==> src/rtl/c2p_pkg.sv <==
// +----------------------------------------------------------------------+
// | c2p_pkg                                                              |
// | Shared constants, FSM encoding and pixel helpers for the LED streamer |
// | Revision: 1.0                                                        |
// +----------------------------------------------------------------------+
`default_nettype none

package c2p_pkg;

  localparam int NO_ARM_LED         = 32;
  localparam int NO_DELTA_INTERVALS = 180;
  localparam int RGB_SIZE           = 24;

  localparam logic [2:0]  LED_HDR    = 3'b111;
  localparam logic [31:0] START_WORD = 32'h0000_0000;
  localparam logic [31:0] END_WORD   = 32'hFFFF_FFFF;

  localparam int R_MSB = 23;
  localparam int R_LSB = 16;
  localparam int G_MSB = 15;
  localparam int G_LSB = 8;
  localparam int B_MSB = 7;
  localparam int B_LSB = 0;

  localparam logic [2:0] S_IDLE  = 3'd0;
  localparam logic [2:0] S_START = 3'd1;
  localparam logic [2:0] S_FETCH = 3'd2;
  localparam logic [2:0] S_WAIT  = 3'd3;
  localparam logic [2:0] S_SHIFT = 3'd4;
  localparam logic [2:0] S_END   = 3'd5;

  // The strip expects blue first, then green, then red.
  function automatic logic [31:0] led_word(input logic [4:0] bri, input logic [23:0] pix);
    return {LED_HDR, bri, pix[B_MSB:B_LSB], pix[G_MSB:G_LSB], pix[R_MSB:R_LSB]};
  endfunction

endpackage

`default_nettype wire

==> src/rtl/spi_word_shifter.sv <==
// +----------------------------------------------------------------------+
// | spi_word_shifter                                                     |
// | Serialises one 32-bit word MSB first with SCLK_DIV-clk half periods   |
// | Revision: 1.0                                                        |
// +----------------------------------------------------------------------+
`default_nettype none

module spi_word_shifter #(
  parameter int SCLK_DIV = 4
) (
  input  logic        clk,
  input  logic        reset,
  input  logic        load,
  input  logic [31:0] word,
  output logic        sclk,
  output logic        sdo,
  output logic        done
);

  localparam int CNT_W = (SCLK_DIV > 1) ? $clog2(SCLK_DIV) : 1;
  localparam logic [CNT_W-1:0] CNT_LAST = CNT_W'(SCLK_DIV - 1);

  logic [31:0]      shreg;
  logic [4:0]       bit_cnt;
  logic [CNT_W-1:0] cnt;
  logic             active;
  logic             phase_end;

  assign phase_end = active && (cnt == CNT_LAST);
  // Combinational so the next word can be loaded on the very edge sclk falls.
  assign done      = phase_end && sclk && (bit_cnt == 5'd31);

  always_ff @(posedge clk or negedge reset) begin
    if (!reset) begin
      shreg   <= '0;
      bit_cnt <= '0;
      cnt     <= '0;
      active  <= 1'b0;
      sclk    <= 1'b0;
      sdo     <= 1'b0;
    end else if (load) begin
      shreg   <= word;
      sdo     <= word[31];
      sclk    <= 1'b0;
      cnt     <= '0;
      bit_cnt <= '0;
      active  <= 1'b1;
    end else if (active) begin
      if (phase_end) begin
        cnt <= '0;
        if (!sclk) begin
          sclk <= 1'b1;
        end else begin
          sclk <= 1'b0;
          if (bit_cnt == 5'd31) begin
            active <= 1'b0;
            sdo    <= 1'b0;
          end else begin
            bit_cnt <= bit_cnt + 5'd1;
            shreg   <= {shreg[30:0], 1'b0};
            sdo     <= shreg[30];
          end
        end
      end else begin
        cnt <= cnt + CNT_W'(1);
      end
    end
  end

endmodule

`default_nettype wire

==> src/rtl/led_arm_streamer.sv <==
// +----------------------------------------------------------------------+
// | led_arm_streamer                                                     |
// | Reads one polar column from frame memory and streams it to the strip  |
// | Revision: 1.0                                                        |
// +----------------------------------------------------------------------+
`default_nettype none

module led_arm_streamer #(
  parameter int         NO_ARM_LED         = c2p_pkg::NO_ARM_LED,
  parameter int         NO_DELTA_INTERVALS = c2p_pkg::NO_DELTA_INTERVALS,
  parameter int         RGB_SIZE           = c2p_pkg::RGB_SIZE,
  parameter int         ADDR_WIDTH         = 13,
  parameter int         SCLK_DIV           = 4,
  parameter logic [4:0] BRIGHTNESS         = 5'h1F
) (
  input  logic                  clk,
  input  logic                  reset,
  input  logic                  angle_tick,
  input  logic [7:0]            angle_idx,
  output logic                  pix_rd,
  output logic [ADDR_WIDTH-1:0] pix_addr,
  input  logic [RGB_SIZE-1:0]   pix_data,
  output logic                  led_sclk,
  output logic                  led_sdo,
  output logic                  busy,
  output logic                  overrun,
  output logic                  idx_err
);

  import c2p_pkg::*;

  localparam int         LED_W     = (NO_ARM_LED > 1) ? $clog2(NO_ARM_LED) : 1;
  localparam logic [8:0] IDX_LIMIT = 9'(NO_DELTA_INTERVALS);

  logic [2:0]            state;
  logic [7:0]            col;
  logic [7:0]            pend_col;
  logic                  pend;
  logic [LED_W-1:0]      led;
  logic [LED_W-1:0]      fetch_led;
  logic [ADDR_WIDTH-1:0] fetch_addr;
  logic                  idx_ok;
  logic                  tick_ok;
  logic                  last_led;
  logic                  load;
  logic [31:0]           word;
  logic                  done;

  assign idx_ok     = ({1'b0, angle_idx} < IDX_LIMIT);
  assign tick_ok    = angle_tick && idx_ok;
  assign last_led   = (led == LED_W'(NO_ARM_LED - 1));
  assign fetch_led  = (state == S_START) ? '0 : led + LED_W'(1);
  assign fetch_addr = ADDR_WIDTH'(col) * ADDR_WIDTH'(NO_ARM_LED) + ADDR_WIDTH'(fetch_led);

  // Loads coincide with the shifter's done edge so words follow back to back.
  always_comb begin
    load = 1'b0;
    word = START_WORD;
    case (state)
      S_IDLE:  load = tick_ok;
      S_WAIT: begin
        load = 1'b1;
        word = led_word(BRIGHTNESS, pix_data);
      end
      S_SHIFT: begin
        load = done && last_led;
        word = END_WORD;
      end
      S_END:   load = done && (pend || tick_ok);
      default: load = 1'b0;
    endcase
  end

  spi_word_shifter #(.SCLK_DIV(SCLK_DIV)) u_shifter (
    .clk   (clk),
    .reset (reset),
    .load  (load),
    .word  (word),
    .sclk  (led_sclk),
    .sdo   (led_sdo),
    .done  (done)
  );

  always_ff @(posedge clk or negedge reset) begin
    if (!reset) begin
      state    <= S_IDLE;
      col      <= '0;
      pend_col <= '0;
      pend     <= 1'b0;
      led      <= '0;
      pix_rd   <= 1'b0;
      pix_addr <= '0;
      busy     <= 1'b0;
      overrun  <= 1'b0;
      idx_err  <= 1'b0;
    end else begin
      pix_rd <= 1'b0;
      if (angle_tick && !idx_ok)
        idx_err <= 1'b1;
      if ((state != S_IDLE) && tick_ok) begin
        if (pend) begin
          overrun <= 1'b1;
        end else begin
          pend     <= 1'b1;
          pend_col <= angle_idx;
        end
      end

      case (state)
        S_IDLE: begin
          if (tick_ok) begin
            col   <= angle_idx;
            busy  <= 1'b1;
            state <= S_START;
          end
        end
        S_START, S_SHIFT: begin
          if (done) begin
            if ((state == S_SHIFT) && last_led) begin
              state <= S_END;
            end else begin
              led      <= fetch_led;
              pix_rd   <= 1'b1;
              pix_addr <= fetch_addr;
              state    <= S_FETCH;
            end
          end
        end
        S_FETCH: state <= S_WAIT;
        S_WAIT:  state <= S_SHIFT;
        S_END: begin
          if (done) begin
            // A tick landing on the final edge is started directly rather than parked.
            if (pend) begin
              col   <= pend_col;
              pend  <= 1'b0;
              state <= S_START;
            end else if (tick_ok) begin
              col   <= angle_idx;
              pend  <= 1'b0;
              state <= S_START;
            end else begin
              busy  <= 1'b0;
              state <= S_IDLE;
            end
          end
        end
        default: state <= S_IDLE;
      endcase
    end
  end

endmodule

`default_nettype wire

==> config.mk <==
export PLATFORM = sky130hd
export DESIGN_NAME = led_arm_streamer
export DESIGN_NICKNAME = d
export VERILOG_FILES = /design/src/rtl/c2p_pkg.sv /design/src/rtl/spi_word_shifter.sv /design/src/rtl/led_arm_streamer.sv
export SDC_FILE = /design/constraint.sdc
export NUM_CORES = 1
export LEC_CHECK = 0
export CORE_UTILIZATION = 31
export DETAILED_ROUTE_END_ITERATION = 8
export PLACE_DENSITY_LB_ADDON = 0.25
export SETUP_SLACK_MARGIN = 0.02
export SYNTH_ARGS = -nofsm -noshare
export SYNTH_HDL_FRONTEND = slang
export SYNTH_SLANG_ARGS = --single-unit
==> constraint.sdc <==
create_clock -name clk -period 4.1 [get_ports clk]
set_input_delay 0.82 -clock clk [delete_from_list [all_inputs] [get_ports clk]]
set_output_delay 0.82 -clock clk [all_outputs]
set_load 0.01 [all_outputs]
==> impl_metrics.env <==
export IMPL_gr_total_overflow=0
export IMPL_yosysTopAreaCell="dfrtp_1"
export IMPL_grt_pass1_wl_um=14000
export IMPL_drc=0
export IMPL_pwr_share_comb_pct=30.3
export IMPL_status="completed"
export IMPL_cp_slowest_cell="clkdlybuf4s50_1"
export IMPL_postRouteAntennaNets=0
export IMPL_syn_avg_cell_area_um2=11.1
export IMPL_drv_cap=0
export IMPL_path_cells="clkdlybuf4s50_1 > nor2b_2 > a31oi_4 > a2111oi_2 > nor3_4 > buf_4 > a221o_2"
export IMPL_fmaxAchievable_ghz=0.369
export IMPL_required_ns=4.31
export IMPL_syn_area_um2=3980
export IMPL_clock_sinks=78
export IMPL_wl_per_cell_um=14.3
export IMPL_crit_family="compound AO/OA/AOI/OAI gates"
export IMPL_grtUsageTotal_pct=13.7
export IMPL_place_area_um2=4560
export IMPL_dpl_hpwl_um=5370
export IMPL_slew_limit_headroom_pct=32.1
export IMPL_synth_edff_count=0
export IMPL_clk_latency_ns=0.33
export IMPL_setup_viol_count_final=0
export IMPL_p_per_area_nw_per_um2=549
export IMPL_numPortBuffers=53
export IMPL_tritoncts="built"
export IMPL_via_per_inst=4.80
export IMPL_die_area_um2=13300
export IMPL_cp_max_fo=24
export IMPL_whs_ns=0.456
export IMPL_final_cells=576
export IMPL_dieHeight_um=115
export IMPL_synthesis_nets=399
export IMPL_fin_crit_ns=2.71
export IMPL_synth_cell_types=58
export IMPL_period_share_pct=66.2
export IMPL_dpl_cell_count=561
export IMPL_share_seq_of_total_power_pct=43.4
export IMPL_area_growth_syn_to_layout_pct=21.1
export IMPL_worst_ir_drop_vdd_uv=300
export IMPL_ctsLongestPathBuffers=2
export IMPL_final_common_cell="dfrtp_1"
export IMPL_gp_congestion=0.732
export IMPL_grt_pass1_vias=2840
export IMPL_sw_frac_of_total_pct=30.7
export IMPL_timing_hold_violations_final=0
export IMPL_cts_resized=0
export IMPL_core_um2=12300
export IMPL_synthCells=359
export IMPL_cts_max_level=3
export IMPL_final_area_um2=4810
export IMPL_final_setup_tns_ns=0
export IMPL_vias=2765
export IMPL_yosys_warnings=0
export IMPL_root_buffer="clkbuf_16"
export IMPL_cp_depth=7
export IMPL_ios=54
export IMPL_critPathKind="input pin to flip-flop"
export IMPL_diodes=0
export IMPL_power_internal_w=0.00183
export IMPL_die_w_um=115
export IMPL_antenna_found_initial=0
export IMPL_p_switching_w=0.000812
export IMPL_tightest_slew_ns=1.02
export IMPL_fill_cells=1225
export IMPL_yosys_most_used_dff="dfrtp_1"
export IMPL_synth_top_cell_area_share_pct=49.1
export IMPL_ys_seq_area_share_pct=49.1
export IMPL_layout_drive_gt1_share_pct=19.4
export IMPL_max_stage_delay_ns=0.57
export IMPL_drt_total_wl_um=8240
export IMPL_async_reset_ff_share_pct=100
export IMPL_ctsHoldBuffers=0
export IMPL_clockPowerShare_pct=26.2
export IMPL_crit_path_start_kind="input pin"
export IMPL_clock_skew_ns=0.00790
export IMPL_numCtsBuffers=9
export IMPL_endpoint_kind="flip-flop"
export IMPL_rrSetupSlack_ns=1.40
export IMPL_row_count=40
export IMPL_grt_max_degree=79
export IMPL_grt_setup_unrepaired="false"
export IMPL_dr_pass1_iters=4
export IMPL_critical_path_n_buffers_inverters=2
export IMPL_drtIter0Drc=112
export IMPL_cts_setup_buffers=0
export IMPL_layout_common_cells="dfrtp_1 (78), clkdlybuf4s50_1 (52), nand2_1 (41)"
export IMPL_finalMaxSlewViolations=0
export IMPL_hold_depth=1
export IMPL_fin_nets=444
export IMPL_reg2reg_depth=9
export IMPL_path_clk_slew_ns=0.06
export IMPL_synth_seq_cells=78
export IMPL_start_util_pct=32.4
export IMPL_hold_path_class="flip-flop to flip-flop"
export IMPL_cp_arrival_ns=2.93
export IMPL_yosys_top_cells_area="dfrtp_1 (49%), a221oi_2 (7.9%), mux2_2 (4.5%), nand2_1 (3.9%), mux2i_1 (3.8%)"
export IMPL_p_leak_nw=2.14
## cells by family after synthesis
family | share of synthesized area (%)
AO/OA/AOI/OAI | 17.5
XOR/XNOR | 0.881
adder cells (fa/ha/maj) | 1.57
buffers and inverters | 7.27
flip-flops | 49.1
multiplexers | 8.31
AND/OR/NAND/NOR | 15.3
## synthesized netlist by cell type (all sizes together) (2+ instances only)
master  number
inv         27
nand2b       2
nor3         7
dfrtp       78
nand2       41
nand3        4
or2          3
xor2         3
mux2i       15
clkbuf       9
o21ai       12
a21oi       15
nor2b        4
buf         13
nand4        2
a31oi        3
a221oi      23
mux2        16
ha           5
a21o         3
nor2        24
and3        25
o31a         3
## worst reg2reg max path, delay by kind of cell, from the launching register on
family	cells	cell delay (ns)
compound gates	2	0.88
simple gates	4	0.63
fa+ha+maj	2	0.42
flops	1	0.39
buf+inv	1	0.27
## registers in the layout, summed over array words and instances (netlist names)
signal,cells
pix_rd,1
col,8
u_shifter.sclk,1
u_shifter.bit_cnt,5
state,3
u_shifter.active,1
u_shifter.shreg,31
pix_addr,13
idx_err,1
pend,1
u_shifter.cnt,2
busy,1
overrun,1
pend_col,8
u_shifter.sdo,1
## per-layer routing
layer	wire length (um)	part of all wire, %	vias up	track usage, %
met3	415	5.0	11	3.90
li1	-	-	1366	-
met5	0	0	-	0
met2	3710	45	66	21.5
met1	3990	48	1322	18.0
met4	125	1.5	0	4.94
## worst paths after layout
| check | to | from |
|---|---|---|
| setup reg to reg | u_shifter.shreg[0] | u_shifter.bit_cnt[0] |
| hold / removal | overrun | overrun |
| hold reg to reg | overrun | overrun |
| min in group asynchronous | u_shifter.shreg[11] | reset |
| max in group asynchronous | col[6] | reset |
| setup / recovery | u_shifter.shreg[0] | angle_tick |
## layout make-up
cell class,instances,area (um^2),area share [%]
clock buffer,13,240,4.99
clock inverter,2,10.0,0.208
inverter,27,101,2.10
multi-input combinational,231,1740,36.2
sequential,78,1950,40.5
tap,168,210,4.37
timing repair buffer,57,558,11.6
## per-stage QoR
stage	setup slack, ns	utilization, %	total power [W]
2_1_floorplan	1.89	-	0.00181
3_3_place_gp	1.06	37.2	0.00194
3_5_place_dp	1.03	37.2	0.00197
4_1_cts	1.38	39.3	0.00268
5_1_grt	1.25	39.3	0.00283
6_report	1.39	39.3	0.00264
## power groups by stage
stage	Combinational (W)	Clock [W]	Sequential, W
global route	0.000903	0.000745	0.00118
CTS	0.000812	0.000719	0.00115
finish	0.000802	0.000694	0.00115
floorplan	0.000683	0	0.00112
global placement	0.000785	0	0.00115
detailed placement	0.000810	0	0.00116
Power figures use the tool's default switching activity.
